--- src/rtl/wormy_pkg.sv ---
// Shared constants and types for the keypad scanner and its helpers.
package wormy_pkg;

    localparam int NUM_COLS = 4;
    localparam int NUM_ROWS = 4;
    localparam int NUM_KEYS = NUM_COLS * NUM_ROWS;

    typedef logic [3:0]  key_code_t;
    typedef logic [15:0] key_mask_t;

    // One-hot column strobe for a column index.
    function automatic logic [NUM_COLS-1:0] col_onehot(input logic [1:0] col);
        logic [NUM_COLS-1:0] strobe;
        case (col)
            2'd0:    strobe = 4'b0001;
            2'd1:    strobe = 4'b0010;
            2'd2:    strobe = 4'b0100;
            2'd3:    strobe = 4'b1000;
            default: strobe = 4'b0001;
        endcase
        return strobe;
    endfunction

endpackage

--- src/rtl/key_priority_enc.sv ---
// Combinational 16->4 lowest-set-bit encoder with a valid flag.
module key_priority_enc
    import wormy_pkg::*;
(
    input  key_mask_t mask,
    output key_code_t code,
    output logic      valid
);

    // Scan from the top so the lowest set bit is the last one written.
    always_comb begin
        code  = 4'd0;
        valid = 1'b0;
        for (int i = NUM_KEYS - 1; i >= 0; i--) begin
            code  = mask[i] ? key_code_t'(i) : code;
            valid = valid | mask[i];
        end
    end

endmodule

--- src/rtl/keypad_scanner.sv ---
// 4x4 key matrix scanner: column strobing, row sampling, frame debounce,
// and a one-cycle new-key event carrying the lowest newly pressed key code.
module keypad_scanner
    import wormy_pkg::*;
#(
    parameter int SETTLE_CYCLES  = 4,
    parameter int DEBOUNCE_SCANS = 3
) (
    input  logic        clk,
    input  logic        rst,
    input  logic [3:0]  rows,
    output logic [3:0]  cols_out,
    output logic [15:0] keys_down,
    output logic        key_pushed,
    output logic [3:0]  key_code
);

    localparam int SW = $clog2(SETTLE_CYCLES);
    localparam int MW = (DEBOUNCE_SCANS > 1) ? $clog2(DEBOUNCE_SCANS) : 1;
    localparam logic [SW-1:0] SETTLE_LAST = SW'(SETTLE_CYCLES - 1);
    localparam logic [MW-1:0] MATCH_LAST  = MW'(DEBOUNCE_SCANS - 1);

    logic [3:0]    sync1_r;
    logic [3:0]    sync2_r;
    logic [SW-1:0] settle_r;
    logic [1:0]    col_r;
    logic [3:0]    cols_r;
    logic [11:0]   raw_r;
    key_mask_t     prev_r;
    logic [MW-1:0] match_r;
    key_mask_t     keys_down_r;
    logic          key_pushed_r;
    key_code_t     key_code_r;

    logic          sample_s;
    logic          frame_end_s;
    key_mask_t     frame_s;
    logic [MW-1:0] match_next_s;
    logic          commit_s;
    key_mask_t     new_s;
    key_code_t     new_code_s;
    logic          new_valid_s;

    // The column-3 rows come straight from the synchronizer, so only
    // columns 0..2 need raw storage to assemble the completed frame.
    always_comb begin
        sample_s     = (settle_r == SETTLE_LAST);
        frame_end_s  = sample_s && (col_r == 2'd3);
        frame_s      = {sync2_r, raw_r};
        new_s        = frame_s & ~keys_down_r;
        match_next_s = {MW{1'b0}};
        if (frame_s == prev_r) begin
            if (match_r == MATCH_LAST) begin
                match_next_s = match_r;
            end else begin
                match_next_s = match_r + MW'(1);
            end
        end else begin
            match_next_s = {MW{1'b0}};
        end
        if (frame_end_s && (match_next_s == MATCH_LAST) && (frame_s != keys_down_r)) begin
            commit_s = 1'b1;
        end else begin
            commit_s = 1'b0;
        end
    end

    key_priority_enc u_new_enc (
        .mask  (new_s),
        .code  (new_code_s),
        .valid (new_valid_s)
    );

    // Synchronizer, column sequencer, frame debounce and committed outputs.
    always_ff @(posedge clk) begin
        if (rst) begin
            sync1_r      <= 4'd0;
            sync2_r      <= 4'd0;
            settle_r     <= {SW{1'b0}};
            col_r        <= 2'd0;
            cols_r       <= 4'b0001;
            raw_r        <= 12'd0;
            prev_r       <= 16'd0;
            match_r      <= {MW{1'b0}};
            keys_down_r  <= 16'd0;
            key_pushed_r <= 1'b0;
            key_code_r   <= 4'd0;
        end else begin
            sync1_r      <= rows;
            sync2_r      <= sync1_r;
            key_pushed_r <= 1'b0;
            if (sample_s) begin
                settle_r <= {SW{1'b0}};
                col_r    <= col_r + 2'd1;
                cols_r   <= col_onehot(col_r + 2'd1);
                case (col_r)
                    2'd0:    raw_r[3:0]  <= sync2_r;
                    2'd1:    raw_r[7:4]  <= sync2_r;
                    2'd2:    raw_r[11:8] <= sync2_r;
                    default: raw_r       <= raw_r;
                endcase
            end else begin
                settle_r <= settle_r + SW'(1);
            end
            if (frame_end_s) begin
                match_r <= match_next_s;
                prev_r  <= frame_s;
            end
            if (commit_s) begin
                keys_down_r <= frame_s;
                if (new_valid_s) begin
                    key_pushed_r <= 1'b1;
                    key_code_r   <= new_code_s;
                end
            end
        end
    end

    assign cols_out   = cols_r;
    assign keys_down  = keys_down_r;
    assign key_pushed = key_pushed_r;
    assign key_code   = key_code_r;

endmodule
--- config.mk ---
export PLATFORM = sky130hd
export DESIGN_NAME = keypad_scanner
export DESIGN_NICKNAME = d
export VERILOG_FILES = /design/src/rtl/wormy_pkg.sv /design/src/rtl/key_priority_enc.sv /design/src/rtl/keypad_scanner.sv
export SDC_FILE = /design/constraint.sdc
export NUM_CORES = 1
export LEC_CHECK = 0
export ABC_AREA = 1
export BUFFER_PORTS_ARGS = -buffer_cell sky130_fd_sc_hd__buf_2
export CORE_ASPECT_RATIO = 1.25
export CORE_MARGIN = 8
export CORE_UTILIZATION = 45
export CTS_BUF_LIST = sky130_fd_sc_hd__clkbuf_16
export CTS_CLUSTER_DIAMETER = 80
export DETAILED_ROUTE_END_ITERATION = 10
export REMOVE_ABC_BUFFERS = 1
export SYNTH_ARGS = -nofsm -noshare
export SYNTH_HDL_FRONTEND = slang
export SYNTH_SLANG_ARGS = --single-unit
--- constraint.sdc ---
create_clock -name clk -period 1.8 [get_ports clk]
set_input_delay 0.36 -clock clk [delete_from_list [all_inputs] [get_ports clk]]
set_output_delay 0.36 -clock clk [all_outputs]
set_load 0.02 [all_outputs]
==> flow_summary.ini <==
[grt]
overflow = 0
grt_pass1_vias = 2850
antenna_found_initial = 0
grt_pass1_wl_mm = 13.1
grt_max_degree = 53
track_usage_pct = 16.6

[clock_tree]
cts_htree_levels = 3
path_clk_slew_ns = 0.06
cts_hold_buf = 0
clock-sinks = 67
numCtsBuffers = 9
max-clock-path-buffers = 2
root_buffer = clkbuf_16
clock_latency_ns = 0.33
cts_tree = yes

[pwr]
power_frac_clock_pct = 47.2
finalPower_uw = 3680
power_density_mw_per_mm2 = 836
combPwrFrac_pct = 11.0
pwr-share-seq_pct = 41.7
p_leak_uw = 0.00208
swShare_pct = 25.2
cellInternalPower_uw = 2750
peakVddDrop_mv = 0.553
p_sw_uw = 930

[drt]
totalWireLength_mm = 8.55
viasPerCell = 4.96
drt_iter0_drc = 175
drc = 0
wl_per_cell_um = 14.7
postRouteAntennaNets = 0
vias = 2887
dr.pass1.iters = 4

[critical_path]
critPathArrivalTime_ns = 2.08
worst_path_most_repeated_cell = nand2_1
ff2ff_path_depth = 13
crit_chain = inv_2 -> ha_4 -> nand2_1 -> nor2_1 -> nand2_1 -> or3_1 -> nand2_2 -> inv_4 -> buf_6 -> nand3b_4 -> nor2_2 -> nand2_1 -> a21oi_2
start_kind = flip-flop
crit_path_max_fanout = 4
cp_slowest_cell = dfxtp_2
rrSetupSlack_ns = -0.06
critPathKind = reg -> reg
slowest_delay_ns = 0.34
cp-end-kind = flip-flop
required_ns = 2.02

[synthesis]
ys_types = 30
syn_inst = 399
syn_avg_cell_area_um2 = 7.88
yosysWarningCount = 0
yosysSeqAreaShare_pct = 42.7
synth_seq_cells = 67
synth_top_cell_by_area = dfxtp_1
syn_area_mm2 = 0.00314
synth_top_area_share_pct = 42.7
synth_area_leaders = dfxtp_1 (43%), ha_1 (9.6%), a21oi_1 (7.6%)

[sta]
period_needed_ns = 1.86
hold_viol = 0
fin_ws_ns = -0.0596
setup-tns-final_ns = -0.153
rsz0062_at_grt = yes
fmax_mhz = 538
maxSlewViolCount = 0
worst_slew_pin_slew_ns = 0.371
setup_violations = 6
fin_crit_sh_pct = 103
fin_skew_ns = 0.00571
max_slew_margin_pct = 75.0

[die]
dieArea_mm2 = 0.00993
initial_core_util_pct = 45.9
die_w_um = 90.8
chipHeight_um = 109
rows = 34
core-area_mm2 = 0.00685
io_pins = 31

[outcome]
outcome = finished with violations
violations = setup timing

[flow_run]
max_cap_viol_count = 0

[worst_hold_path]
min_path_type = in -> reg
hold_depth = 3

[finish]
final_common_cell = inv_1
drive_gt1_share_pct = 37.6
layout_common_cells = inv_1 (50), buf_4 (47), dfxtp_1 (46)
n_antenna_cell = 0
final_nets = 517
area_delta_synth_final_pct = 40.2

[placement]
hpwl_mm = 5.50
place_congestion = 0.809
io_buffers = 30
metrics by stage:
step	setup WS, ns	hold slack, ns	util (%)	std cells	cell area, µm²
floorplan	-0.108	0.388	-	387	3080
global placement	-0.108	0.392	54.5	558	3730
detailed placement	-0.122	0.397	54.5	558	3730
CTS	0.0000646	0.229	61.3	577	4200
global route	-0.129	0.236	64.4	582	4410
finish	-0.0596	0.231	64.4	582	4410
final cells by class:
cell class                      instances  area (µm²)
Tap cell                               90         113
Sequential cell                        67        1380
Fill cell                             603        2440
Inverter                               66         250
Timing Repair Buffer                   87         624
Clock buffer                            9         225
Multi-Input combinational cell        256        1750
Clock inverter                          7        67.6
registers in the layout, summed over array words and instances, names as in the netlist, 2 cells and up:
register,cells
settle_r,2
keys_down,16
prev_r,16
col_r,2
sync1_r,4
match_r,2
sync2_r,4
raw_r,12
cols_out,4
key_code,4
routing by layer:
layer  share of wire, %  global-route usage, %  vias to the layer above
met5                  0                      0                        -
met4                2.1                   7.27                        0
met3                3.8                   3.69                       14
met2                 53                   30.1                       69
met1                 41                   18.4                     1336
li1                   -                      -                     1468
synthesized netlist by cell type, drive strengths merged:
master   n
or3      1
nand3b   1
or2      1
nor2    40
nor4     2
a21oi   51
clkbuf   8
ha      24
nand4    8
xor2    13
nand2   52
clkinv   1
o311ai   1
dfxtp   67
inv     65
buf      4
o21ai   49
nor3     3
nand3    8
what timing repair did:
action | 4_1_cts | 5_1_grt
setup endpoints to repair | 18 | 21
cloned | 0 | 2
hold endpoints to repair | 0 | 0
resized for setup | 29 | 49
setup buffers | 3 | 3
pin swaps | 8 | 9
worst max-delay path, delay by kind of cell, from the launching register on:
kind | cells | cell delay (ns)
AND/OR/NAND/NOR | 8 | 0.84
flip-flops | 1 | 0.34
adder cells (fa/ha/maj) | 1 | 0.26
buffers and inverters | 3 | 0.26
AO/OA/AOI/OAI | 1 | 0.04
power groups by stage:
stage | registers [µW] | clock network [µW] | logic (µW)
2_1_floorplan | 1570 | 0 | 208
3_3_place_gp | 1560 | 0 | 316
3_5_place_dp | 1560 | 0 | 321
4_1_cts | 1540 | 1760 | 354
5_1_grt | 1540 | 1820 | 452
6_report | 1540 | 1740 | 407
path summary, 6_finish.rpt:
path,startpoint,end
worst max-delay path,keys_down[1],key_code[0]
worst min-delay path,rows[1],sync1_r[1]
worst max register to register,keys_down[1],key_code[0]
worst min register to register,sync1_r[2],sync2_r[2]
kinds of logic after synthesis:
family | share of synthesized area (%)
xor gates and xnor gates | 3.62
buffers and inverters | 10.0
DFF | 42.7
and+or+nand+nor | 17.5
AOI/OAI and AO/OA | 16.7
adders and majority gates | 9.55
Power figures use the tool's default switching activity.
